[config.mk]
export PLATFORM = sky130hd
export DESIGN_NAME = hpdcache_mem_write_responder
export DESIGN_NICKNAME = d
export VERILOG_FILES = /design/src/rtl/hpdcache_mem_write_responder.sv
export SDC_FILE = /design/constraint.sdc
export NUM_CORES = 1
export LEC_CHECK = 0
export ABC_AREA = 1
export CAP_MARGIN = 30
export CORE_ASPECT_RATIO = 1.1
export CORE_MARGIN = 2
export CORE_UTILIZATION = 40
export CTS_CLUSTER_DIAMETER = 150
export CTS_CLUSTER_SIZE = 20
export DETAILED_ROUTE_END_ITERATION = 8
export MAX_ROUTING_LAYER = met4
export PLACE_DENSITY = 0.67
export SLEW_MARGIN = 20
export SYNTH_ARGS = -nofsm -noshare
export SYNTH_HDL_FRONTEND = slang
export SYNTH_SLANG_ARGS = --single-unit
[constraint.sdc]
create_clock -name clk_i -period 6.26 [get_ports clk_i]
set_input_delay 0.939 -clock clk_i [delete_from_list [all_inputs] [get_ports clk_i]]
set_output_delay 0.939 -clock clk_i [all_outputs]
set_load 0.01 [all_outputs]
[src/rtl/hpdcache_mem_write_responder.sv]
// Memory-side responder for HPDcache write packets: one packet at a time, every flit forwarded
// to a word-wide storage write port, one {id, error} response queued per packet.
module hpdcache_mem_write_responder #(
  parameter int unsigned AddrWidth     = 49,
  parameter int unsigned DataWidth     = 64,
  parameter int unsigned IdWidth       = 4,
  parameter int unsigned LenWidth      = 8,
  parameter int unsigned RespFifoDepth = 4
) (
  input  logic                     clk_i,
  input  logic                     rst_ni,
  output logic                     mem_req_write_ready_o,
  input  logic                     mem_req_write_valid_i,
  input  logic [AddrWidth-1:0]     mem_req_write_addr_i,
  input  logic [LenWidth-1:0]      mem_req_write_len_i,
  input  logic [IdWidth-1:0]       mem_req_write_id_i,
  output logic                     mem_req_write_data_ready_o,
  input  logic                     mem_req_write_data_valid_i,
  input  logic [DataWidth-1:0]     mem_req_write_data_i,
  input  logic [DataWidth/8-1:0]   mem_req_write_be_i,
  input  logic                     mem_req_write_last_i,
  input  logic                     mem_resp_write_ready_i,
  output logic                     mem_resp_write_valid_o,
  output logic [IdWidth-1:0]       mem_resp_write_id_o,
  output logic                     mem_resp_write_error_o,
  output logic                     store_w_o,
  output logic [AddrWidth-1:0]     store_addr_o,
  output logic [DataWidth-1:0]     store_data_o,
  output logic [DataWidth/8-1:0]   store_be_o
);

  localparam int unsigned BeWidth  = DataWidth / 8;
  localparam int unsigned OffWidth = $clog2(BeWidth);
  localparam int unsigned PtrWidth = (RespFifoDepth > 1) ? $clog2(RespFifoDepth) : 1;
  localparam int unsigned CntWidth = $clog2(RespFifoDepth + 1);

  typedef enum logic [0:0] {StIdle, StData} state_e;

  state_e                 state_q, state_d;
  logic [AddrWidth-1:0]   base_q, base_d;
  logic [LenWidth-1:0]    len_q, len_d;
  logic [IdWidth-1:0]     id_q, id_d;
  logic [AddrWidth-1:0]   cnt_q, cnt_d;
  logic                   err_q, err_d;

  logic                   push, pop, push_err;
  logic                   fifo_full;
  logic [IdWidth:0]       fifo_q [RespFifoDepth];
  logic [PtrWidth-1:0]    wptr_q, rptr_q;
  logic [CntWidth-1:0]    count_q;
  logic                   flit_hs;

  assign fifo_full = (count_q == CntWidth'(RespFifoDepth));
  assign flit_hs   = (state_q == StData) && mem_req_write_data_valid_i;

  always_comb begin
    state_d                    = state_q;
    base_d                     = base_q;
    len_d                      = len_q;
    id_d                       = id_q;
    cnt_d                      = cnt_q;
    err_d                      = err_q;
    push                       = 1'b0;
    push_err                   = 1'b0;
    mem_req_write_ready_o      = 1'b0;
    mem_req_write_data_ready_o = 1'b0;
    unique case (state_q)
      StIdle: begin
        mem_req_write_ready_o = ~fifo_full;
        if (mem_req_write_valid_i && !fifo_full) begin
          base_d  = (mem_req_write_addr_i >> OffWidth) << OffWidth;
          len_d   = mem_req_write_len_i;
          id_d    = mem_req_write_id_i;
          cnt_d   = '0;
          err_d   = 1'b0;
          state_d = StData;
        end
      end
      StData: begin
        mem_req_write_data_ready_o = 1'b1;
        if (mem_req_write_data_valid_i) begin
          cnt_d = cnt_q + AddrWidth'(1);
          if (mem_req_write_last_i) begin
            push     = 1'b1;
            push_err = (cnt_q != AddrWidth'(len_q)) | err_q;
            state_d  = StIdle;
          end else if (cnt_q == AddrWidth'(len_q)) begin
            // Overrun: more flits than announced; the flit is still written.
            err_d = 1'b1;
          end
        end
      end
      default: state_d = StIdle;
    endcase
  end

  always_ff @(posedge clk_i or negedge rst_ni) begin
    if (!rst_ni) begin
      state_q <= StIdle;
      base_q  <= '0;
      len_q   <= '0;
      id_q    <= '0;
      cnt_q   <= '0;
      err_q   <= 1'b0;
    end else begin
      state_q <= state_d;
      base_q  <= base_d;
      len_q   <= len_d;
      id_q    <= id_d;
      cnt_q   <= cnt_d;
      err_q   <= err_d;
    end
  end

  assign store_w_o    = flit_hs;
  assign store_addr_o = base_q + (cnt_q << OffWidth);
  assign store_data_o = mem_req_write_data_i;
  assign store_be_o   = mem_req_write_be_i;

  // Response FIFO: registered storage, so a push becomes visible one cycle later.
  assign mem_resp_write_valid_o = (count_q != '0);
  assign pop                    = mem_resp_write_valid_o & mem_resp_write_ready_i;
  assign mem_resp_write_id_o    = fifo_q[rptr_q][IdWidth:1];
  assign mem_resp_write_error_o = fifo_q[rptr_q][0];

  always_ff @(posedge clk_i) begin
    if (push) begin
      fifo_q[wptr_q] <= {id_q, push_err};
    end
  end

  always_ff @(posedge clk_i or negedge rst_ni) begin
    if (!rst_ni) begin
      wptr_q  <= '0;
      rptr_q  <= '0;
      count_q <= '0;
    end else begin
      if (push) begin
        wptr_q <= (wptr_q == PtrWidth'(RespFifoDepth - 1)) ? '0 : wptr_q + PtrWidth'(1);
      end
      if (pop) begin
        rptr_q <= (rptr_q == PtrWidth'(RespFifoDepth - 1)) ? '0 : rptr_q + PtrWidth'(1);
      end
      if (push && !pop) begin
        count_q <= count_q + CntWidth'(1);
      end else if (pop && !push) begin
        count_q <= count_q - CntWidth'(1);
      end
    end
  end

endmodule

==> reports/metrics.cfg <==
[run_status]
status = finished clean

[global_routing]
grt-ovfl-total = 0
antenna_found_initial = 0
grt_pass1_vias = 10500
grt_max_degree = 67
grt_pass1_wl_mm = 55.9
grt_use_total_pct = 25.1

[layout]
fin_area_um2 = 12900
drive_gt1_share_pct = 3.44
antenna_cells = 0
nFillCells = 2890
final_cells = 2226
fin_nets = 2043
synthToLayoutAreaGrowth_pct = 14.3
fin_util_pct = 46.4

[placement]
pre_cts_slack_ps = 2380
portBuffers = 118
placed_cells = 2194
hpwl_mm = 28.2
placed_area_um2 = 12300
gp_congestion = 0.984

[min_path]
holdPathStages = 2
min_path_type = reg2reg
hold_start = base_q[12]
min_to = base_q[12]

[cts]
cts_setup_buffers = 0
path_clk_slew_ps = 70
postCtsHoldBufs = 0
clock-root-buffer = clkbuf_16
insertion_delay_ps = 440
max-clock-path-buffers = 2
cts_made_buffers = 17
cts_tree = built
cts_resized = 0
clock_sinks = 136
htree_levels = 4

[synthesis]
syn_area_um2 = 11300
ys_seq_area_share_pct = 31.1
syn_area_per_cell_um2 = 6.23
ys_warn_count = 0
ys_types = 35
synth-seq-cells = 136
synth_cells = 1810

[worst_setup_path]
r2r_end = cnt_q[21]
cp_top_family = simple AND/OR/NAND/NOR gates
cp-start-kind = register
regToRegSetupSlack_ps = 3200
path_cells = ha_1 > fa_1 > nand2_1 > a21oi_1 > nand3_1 > nand3_1 > nand2_1 > nand3_1 > nand2_1 > nand2_1 > clkdlybuf4s50_1
end_kind = primary output
cp_slowest_cell = dfrtp_1
cpPeakStageDelay_ps = 600
critical_path_buf_inv_count = 1
crit_fanout = 8
critPathKind = reg2out
crit_path_frequent_cell = nand2_1
rr_worst_depth = 10
critPathArrivalTime_ps = 3450
cp.required_ps = 5320
r2r-start = state_q

[timing]
slew_headroom_pct = 43.4
clock_skew_ps = 14.2
hold_viol = 0
setup_violations = 0
period_minus_slack_ps = 4390
finalSetupTns_ps = 0
final-max-slew-violation-count = 0
rsz0062_at_grt = no
worst_hold_slack_ps = 492
post-route-period-util_pct = 70.1
worst_pin_slew_ps = 849
clock.fmax_mhz = 228
finalWorstSetupSlack_ps = 1870

[die]
rows = 64
dieHeight_um = 180
core-area_um2 = 27800
die_w_um = 164
initial_core_util_pct = 40.6
die_area_um2 = 29600
io_pins = 269

[pwr]
p_per_area_nw_per_um2 = 342
leakagePower_nw = 6.63
ir_drop_uv = 183
p_total_mw = 4.41

[drt]
postRouteAntennaNets = 0
routed_wl_mm = 36.0
drt-wirelength-per-cell_um = 16.2
dr.pass1.iters = 5
drt_iter0_drc = 1056
avgViaCountPerCell = 5.02
via_count = 11200
drc = 0

[run]
maxCapViolCount = 0

## power breakdown
group / internal (mW) / switching, mW
Combinational: 0.791 / 1.17
Sequential: 1.14 / 0.212
Clock: 0.612 / 0.478
## sequential cells by signal (all words and copies together), names as in the netlist
name / count
id_q: 4
count_q: 3
rptr_q: 2
len_q: 8
state_q: 1
err_q: 1
cnt_q: 49
fifo_q: 20
base_q: 46
wptr_q: 2
## area by class of cell
cell class | instances | area [um^2] | share of cell area, %
multi-input cells | 1316 | 6130 | 47.5
flip-flops and latches | 136 | 3500 | 27.2
repair buffers | 123 | 1220 | 9.43
inverters | 256 | 961 | 7.45
well taps | 363 | 454 | 3.52
clock buffers | 17 | 425 | 3.30
clock inverters | 15 | 203 | 1.57
## worst reg2reg max path, delay by kind of cell, from the launching register on
family	cells	cell delay (ps)
simple gates	7	1480
flops	1	390
buf+inv	3	1120
## how the worst max path moves through the flow
stage	from	to	slack (ps)	depth (start not counted)
global placement	cnt_q[0]	store_addr_o[27]	2430	10
CTS	cnt_q[0]	store_addr_o[15]	1920	8
floorplan	cnt_q[0]	store_addr_o[35]	3470	12
global route	cnt_q[0]	store_addr_o[47]	1680	11
finish	cnt_q[0]	store_addr_o[47]	1870	11
detailed placement	cnt_q[0]	store_addr_o[15]	2380	8
## synthesized netlist by cell type (all sizes together)
master,instances,share of area [%]
o21bai,4,0.27
nand4,53,3.0
xor2,33,2.6
clkbuf,12,0.40
conb,1,0.033
fa,2,0.35
xnor2,5,0.39
nand3b,2,0.13
edfxtp,20,5.3
dfrtp,116,26
and2,1,0.055
inv,256,8.5
a2bb2oi,1,0.078
o21a,2,0.13
nor2,227,7.9
nand2,726,24
nand3,89,4.1
nor4,2,0.11
o22ai,5,0.28
buf,92,5.8
o21ai,54,2.4
a31oi,3,0.17
ha,52,5.8
a21oi,40,1.8
nor3,12,0.58
## per-layer routing
| metal | track usage (%) | wire length (um) |
|---|---|---|
| met1 | 32.4 | 15900 |
| met2 | 39.2 | 16600 |
| met3 | 3.71 | 2250 |
| met4 | 10.4 | 1240 |
| met5 | - | 0 |
## cells by family after synthesis
logic type | count (synthesis) | share of synthesized area, %
compound gates | 109 | 5.09
xor+xnor | 38 | 2.95
fa+ha+maj | 54 | 6.12
buf+inv | 360 | 14.7
flops | 136 | 31.1
other cells | 1 | 0.0332
simple gates | 1112 | 40.1
## placed cells by master, fill, tap and decap left out, drive strengths merged
cell type	netlist	layout
conb	1	3
xor2	33	33
nor4	2	2
a2bb2oi	1	1
nand2	726	726
o22ai	5	5
o21ai	54	54
nand4	53	53
a31oi	3	3
a21oi	40	40
o21bai	4	4
nor3	12	12
o21a	2	2
dfrtp	116	116
clkinv	0	5
edfxtp	20	20
nand3b	2	2
bufinv	0	2
clkdlybuf4s50	0	117
inv	256	264
and2	1	1
nand3	89	89
buf	92	6
xnor2	5	5
ha	52	52
clkbuf	12	17
nor2	227	227
fa	2	2
(Power assumes the default switching activity.)
